===== src/rtl/mem_arbiter.sv =====
// mem_arbiter: round-robin share of one req/ack memory between fetch and data ports; MEM_ARB_TIMEOUT_EN adds an ack timeout
module mem_arbiter #(
  parameter int ADDR_W         = 32,
  parameter int DATA_W         = 32,
  parameter int TIMEOUT_CYCLES = 16
) (
  input  logic                clk,
  input  logic                rst,
  input  logic                if_req,
  input  logic [ADDR_W-1:0]   if_addr,
  output logic                if_gnt,
  output logic                if_rvalid,
  output logic [DATA_W-1:0]   if_rdata,
  output logic                if_err,
  input  logic                d_req,
  input  logic                d_we,
  input  logic [ADDR_W-1:0]   d_addr,
  input  logic [DATA_W-1:0]   d_wdata,
  input  logic [DATA_W/8-1:0] d_be,
  output logic                d_gnt,
  output logic                d_rvalid,
  output logic [DATA_W-1:0]   d_rdata,
  output logic                d_err,
  output logic                m_req,
  output logic                m_we,
  output logic [ADDR_W-1:0]   m_addr,
  output logic [DATA_W-1:0]   m_wdata,
  output logic [DATA_W/8-1:0] m_be,
  input  logic                m_ack,
  input  logic [DATA_W-1:0]   m_rdata
);
  typedef enum logic [1:0] {IDLE, BUSY, RESP} state_t;
  state_t state, state_nx;
  logic own_d, last_d, first, err_q, pick_d, grant, done, timeout;
  logic [DATA_W-1:0] cap;
`ifdef MEM_ARB_TIMEOUT_EN
  localparam int CW = $clog2(TIMEOUT_CYCLES + 1);
  logic [CW-1:0] cnt;
  // count BUSY cycles without ack; zero whenever not BUSY so each grant starts fresh
  always_ff @(posedge clk)
    if (rst || state != BUSY) cnt <= '0;
    else if (!m_ack) cnt <= cnt + 1'b1;
  assign timeout = state == BUSY && !m_ack && cnt == CW'(TIMEOUT_CYCLES - 1);
`else
  assign timeout = TIMEOUT_CYCLES < 0;
`endif
  assign grant  = state == IDLE && (if_req || d_req);
  assign pick_d = d_req && (!if_req || !last_d);
  assign done   = state == BUSY && (m_ack || timeout);
  assign cap    = timeout ? DATA_W'(32'hDEAD_BEEF) : m_we ? '0 : m_rdata;
  assign m_req     = state == BUSY;
  assign if_gnt    = first && !own_d;
  assign d_gnt     = first && own_d;
  assign if_rvalid = state == RESP && !own_d;
  assign d_rvalid  = state == RESP && own_d;
  assign if_err    = if_rvalid && err_q;
  assign d_err     = d_rvalid && err_q;
  // state register
  always_ff @(posedge clk)
    if (rst) state <= IDLE;
    else state <= state_nx;
  // next state: IDLE -> BUSY on any request, BUSY -> RESP on ack/abort, RESP lasts one cycle
  always_comb begin
    state_nx = state;
    state_nx = state == IDLE ? (grant ? BUSY : IDLE) :
               state == BUSY ? (done ? RESP : BUSY) : IDLE;
  end
  // request latches, round-robin pointer and per-port response capture
  always_ff @(posedge clk)
    if (rst) begin
      own_d    <= 1'b0;
      last_d   <= 1'b0;
      first    <= 1'b0;
      err_q    <= 1'b0;
      m_we     <= 1'b0;
      m_addr   <= '0;
      m_wdata  <= '0;
      m_be     <= '0;
      if_rdata <= '0;
      d_rdata  <= '0;
    end else begin
      first <= grant;
      if (grant) begin
        own_d   <= pick_d;
        m_we    <= pick_d && d_we;
        m_addr  <= pick_d ? d_addr : if_addr;
        m_wdata <= pick_d ? d_wdata : '0;
        m_be    <= pick_d ? d_be : '1;
        err_q   <= 1'b0;
        if (if_req && d_req) last_d <= pick_d;
      end
      if (done) begin
        err_q <= timeout;
        if (own_d) d_rdata <= cap;
        else if_rdata <= cap;
      end
    end
endmodule


===== config.mk =====
export PLATFORM = sky130hd
export DESIGN_NAME = mem_arbiter
export DESIGN_NICKNAME = d
export VERILOG_FILES = /design/src/rtl/mem_arbiter.sv
export SDC_FILE = /design/constraint.sdc
export NUM_CORES = 1
export LEC_CHECK = 0
export BUFFER_PORTS_ARGS = -buffer_cell sky130_fd_sc_hd__buf_2
export CAP_MARGIN = 20
export CORE_MARGIN = 8
export CORE_UTILIZATION = 45
export DETAILED_ROUTE_END_ITERATION = 10
export PLACE_DENSITY = 0.9
export SYNTH_ARGS = -nofsm -noshare
export SYNTH_HDL_FRONTEND = slang
export SYNTH_SLANG_ARGS = --single-unit

===== constraint.sdc =====
create_clock -name clk -period 2 [get_ports clk]
set_clock_uncertainty 0.1 [all_clocks]
set_input_delay 0.1 -clock clk [delete_from_list [all_inputs] [get_ports clk]]
set_output_delay 0.1 -clock clk [all_outputs]
set_load 0.02 [all_outputs]

==> impl_summary.log <==
INFO  metric outcome = completed
INFO  metric dominant_combinational_cell_family_by_area_after_synthesis = compound AO/OA/AOI/OAI gates
INFO  metric max_clock_freq = 562.7 MHz
INFO  metric final_nets = 1141
INFO  metric number_of_enable_flip_flop_cells_after_synthesis = 0
INFO  metric count_of_buffers_added_by_post_cts_timing_repair_for_setup = 0
INFO  metric die_area = 15910 sq um
INFO  metric antenna_left = 0
INFO  metric finalWeightedCongestion = 0.8681
INFO  metric avgViaCountPerCell = 5.489
INFO  metric tightestPinTransition = 0.5736 ns
INFO  metric io_buffer_count = 275
INFO  metric max_stage_delay = 0.39 ns
INFO  metric ys_seq_elements = 138
INFO  metric post-synth-top-count-cell = sky130_fd_sc_hd__nand2_1
INFO  metric worst_path_max_delay_cell = sky130_fd_sc_hd__dfxtp_1
INFO  metric finalCritPeriodShare = 88.86%
INFO  metric ys_dominant_reg_cell = sky130_fd_sc_hd__dfxtp_1
INFO  metric cp_cell_sequence = nor2_2 > buf_4 > and4_1 > buf_4 > a22o_1
INFO  metric cts_repair_resize_count = 0
INFO  metric finalMaxSlewViolations = 0
INFO  metric syn_area = 5459 sq um
INFO  metric detailedRoute.firstIterationViolations = 543
INFO  metric critical-path-top-cell-by-count = sky130_fd_sc_hd__buf_4
INFO  metric rrSetupSlack = 0.22 ns
INFO  metric die_height = 126.1 um
INFO  metric largest_net_degree_at_the_start_of_global_routing = 53
INFO  metric synth_top_cell_area_share = 50.61%
INFO  metric worst_slew_margin_rel = 61.76%
INFO  metric leakage = 4.048 nW
INFO  metric globalRouteTotalUtil = 27.71%
INFO  metric worstHoldPathCells = 3
INFO  metric num-fill-cells = 724
INFO  metric timing.critical_path.arrival = 2.03 ns
INFO  metric die_x = 126.1 um
INFO  metric synthesis.yosys.warnings = 0
INFO  metric drv_cap = 0
INFO  metric worst_setup_hold_path_clk_slew = 0.06 ns
INFO  metric numClockSinks = 138
INFO  metric clk_latency = 0.41 ns
INFO  metric synth_compound_area_share = 24.34%
INFO  metric critical_path.max_fanout = 33
INFO  metric cts-root-to-sink-buffers = 2
INFO  metric yosys-top-cells-count = sky130_fd_sc_hd__nand2_1 (194), sky130_fd_sc_hd__dfxtp_1 (138), sky130_fd_sc_hd__a21oi_1 (98)
INFO  metric cts.htree.levels = 4
INFO  metric synth.area.mux_share = 0%
INFO  metric holdCritPathClass = primary input to flip-flop
INFO  metric async_flop_share = 0%
INFO  metric criticalPathCategory = flip-flop to flip-flop
INFO  metric setup_viol = 0
INFO  metric timing.reg2reg.worst_path_depth = 5
INFO  metric type_of_element_launching_the_critical_path = flip-flop
INFO  metric synth.largest_area_cell = sky130_fd_sc_hd__dfxtp_1
INFO  metric xor_xnor_share_of_the_synthesized_area = 0.1604%
INFO  metric std_cell_rows = 40
INFO  metric syn2layout_area_growth = 62.85%
INFO  metric period_minus_ws_final = 1.777 ns
INFO  metric post_synth_main_area_contributors = sky130_fd_sc_hd__dfxtp_1 (51%), sky130_fd_sc_hd__nand2_1 (13%), sky130_fd_sc_hd__a21oi_1 (9.0%)
INFO  metric io-pin-count = 278
INFO  metric cts_tree = built
INFO  metric synth_seq_area_share = 50.61%
INFO  metric final_layout_size_suffix_gt1_share = 35.67%
INFO  metric setup_tns = 0 ns
INFO  metric initial_core_util = 45.83%
INFO  metric totalPowerFinal = 7.818 mW
INFO  metric drt-wirelength-per-cell = 19.73 um
INFO  metric grt_overflow_total = 0
INFO  metric wl = 23100 um
INFO  metric cp_data_required_time = 2.25 ns
INFO  metric grt_antenna_before_repair = 7
INFO  metric core = 11910 sq um
INFO  metric grt_setup_unrepaired = no
INFO  metric via_count = 6428
INFO  metric vias_in_the_first_global_route = 6550
INFO  metric clock_tree.root_cell = sky130_fd_sc_hd__clkbuf_16
INFO  metric synth_cell_type_count = 32
INFO  metric first_pass_grt_wire_length = 35140 um
INFO  metric worst_setup_ep_type = flip-flop
INFO  metric mean_area_per_synthesized_cell = 8.905 sq um
INFO  metric power_density = 879.4 nW/um^2
INFO  metric drc = 0
INFO  metric power.ir.vdd_worst = 544.0 uV
INFO  metric place.detailed.hpwl = 12880 um
INFO  metric synth_adder_area_share = 0%
INFO  metric report.final.hold_viol_count = 0
INFO  metric tritoncts.num_buffers = 17
INFO  metric drt_pass1_iterations = 6
INFO  metric synth_simple_gate_area_share = 19.53%
INFO  metric syn-instance-count = 613
[layout by cell type, fill, tap and decap left out, types with 2 or more instances in the layout]
cell type / count
sky130_fd_sc_hd__a21oi_1: 98
sky130_fd_sc_hd__nor2_1: 2
sky130_fd_sc_hd__clkinvlp_4: 4
sky130_fd_sc_hd__conb_1: 2
sky130_fd_sc_hd__diode_2: 9
sky130_fd_sc_hd__clkbuf_16: 17
sky130_fd_sc_hd__a311oi_1: 2
sky130_fd_sc_hd__dlygate4sd3_1: 135
sky130_fd_sc_hd__buf_2: 274
sky130_fd_sc_hd__buf_4: 16
sky130_fd_sc_hd__clkbuf_8: 4
sky130_fd_sc_hd__bufinv_16: 3
sky130_fd_sc_hd__dfxtp_1: 138
sky130_fd_sc_hd__a21bo_2: 2
sky130_fd_sc_hd__o221a_2: 4
sky130_fd_sc_hd__nand2_1: 194
sky130_fd_sc_hd__nor2b_1: 34
sky130_fd_sc_hd__a311oi_2: 30
sky130_fd_sc_hd__a22o_1: 33
[final timing paths]
check	start	to
setup / recovery	state[0]	m_wdata[14]
hold / removal	d_req	own_d
setup reg to reg	state[0]	m_wdata[14]
hold reg to reg	d_rdata[31]	d_rdata[31]
[logic make-up (layout without fill, tap and decap cells)]
logic type,after synthesis,after routing
compound gates,171,171
xor+xnor,1,1
buf+inv,57,458
flops,138,138
other cells,1,11
simple gates,245,245
[cell type report]
class                      count  area [sq um]  share of cell area, %
timing repair buffer         426          2863                  32.20
clock inverter                 9         137.6                  1.548
clock buffer                  22         484.2                  5.447
multi-input combinational    419          2432                  27.36
tap                          147         183.9                  2.069
antenna                        9         22.52                 0.2533
sequential                   138          2763                  31.08
inverter                       1         3.754                0.04222
[state kept, by name, summed over array words and instances, names as in the netlist]
| signal | flops |
|---|---|
| own_d | 1 |
| m_we | 1 |
| last_d | 1 |
| state | 2 |
| if_rdata | 32 |
| m_be | 4 |
| first | 1 |
| m_wdata | 32 |
| m_addr | 32 |
| d_rdata | 32 |
[timing repair]
action / 4_1_cts / 5_1_grt
hold buffers: 135 / 0
setup endpoints to repair: 0 / 0
hold endpoints to repair: 132 / 0
[power breakdown]
part           switching, mW  total, mW  leakage (nW)  internal [mW]
Combinational          0.848       1.48          2.63          0.632
Sequential             0.116       3.04          1.13           2.93
Clock                   1.20       3.29         0.291           2.09
Total                   2.16       7.82          4.05           5.65
[per-layer routing]
layer / GRT usage, % / wire [um]
met5: 0 / 0
met4: 17.69 / 1178
met2: 44.64 / 11060
met1: 29.15 / 8101
met3: 12.28 / 2763
[metrics by stage]
stage	hold slack, ns	cell area (sq um)	util (%)	setup WS [ns]	std cells
finish	0.05196	8890	74.63	0.2228	1171
global route	0.04980	8887	74.61	0.1523	1170
CTS	0.004582	8867	74.44	0.2327	1162
detailed placement	0.2135	6894	57.88	0.3559	996
global placement	0.2102	6894	57.88	0.4044	996
floorplan	0.1255	5463	-	0.6116	614
[critical path: cells and delay by family (launching register included)]
family	cells	cell delay (ns)
buffers and inverters	2	0.55
and+or+nand+nor	2	0.46
AOI/OAI and AO/OA	1	0.22
DFF	1	0.39
Power figures use the tool's default switching activity.
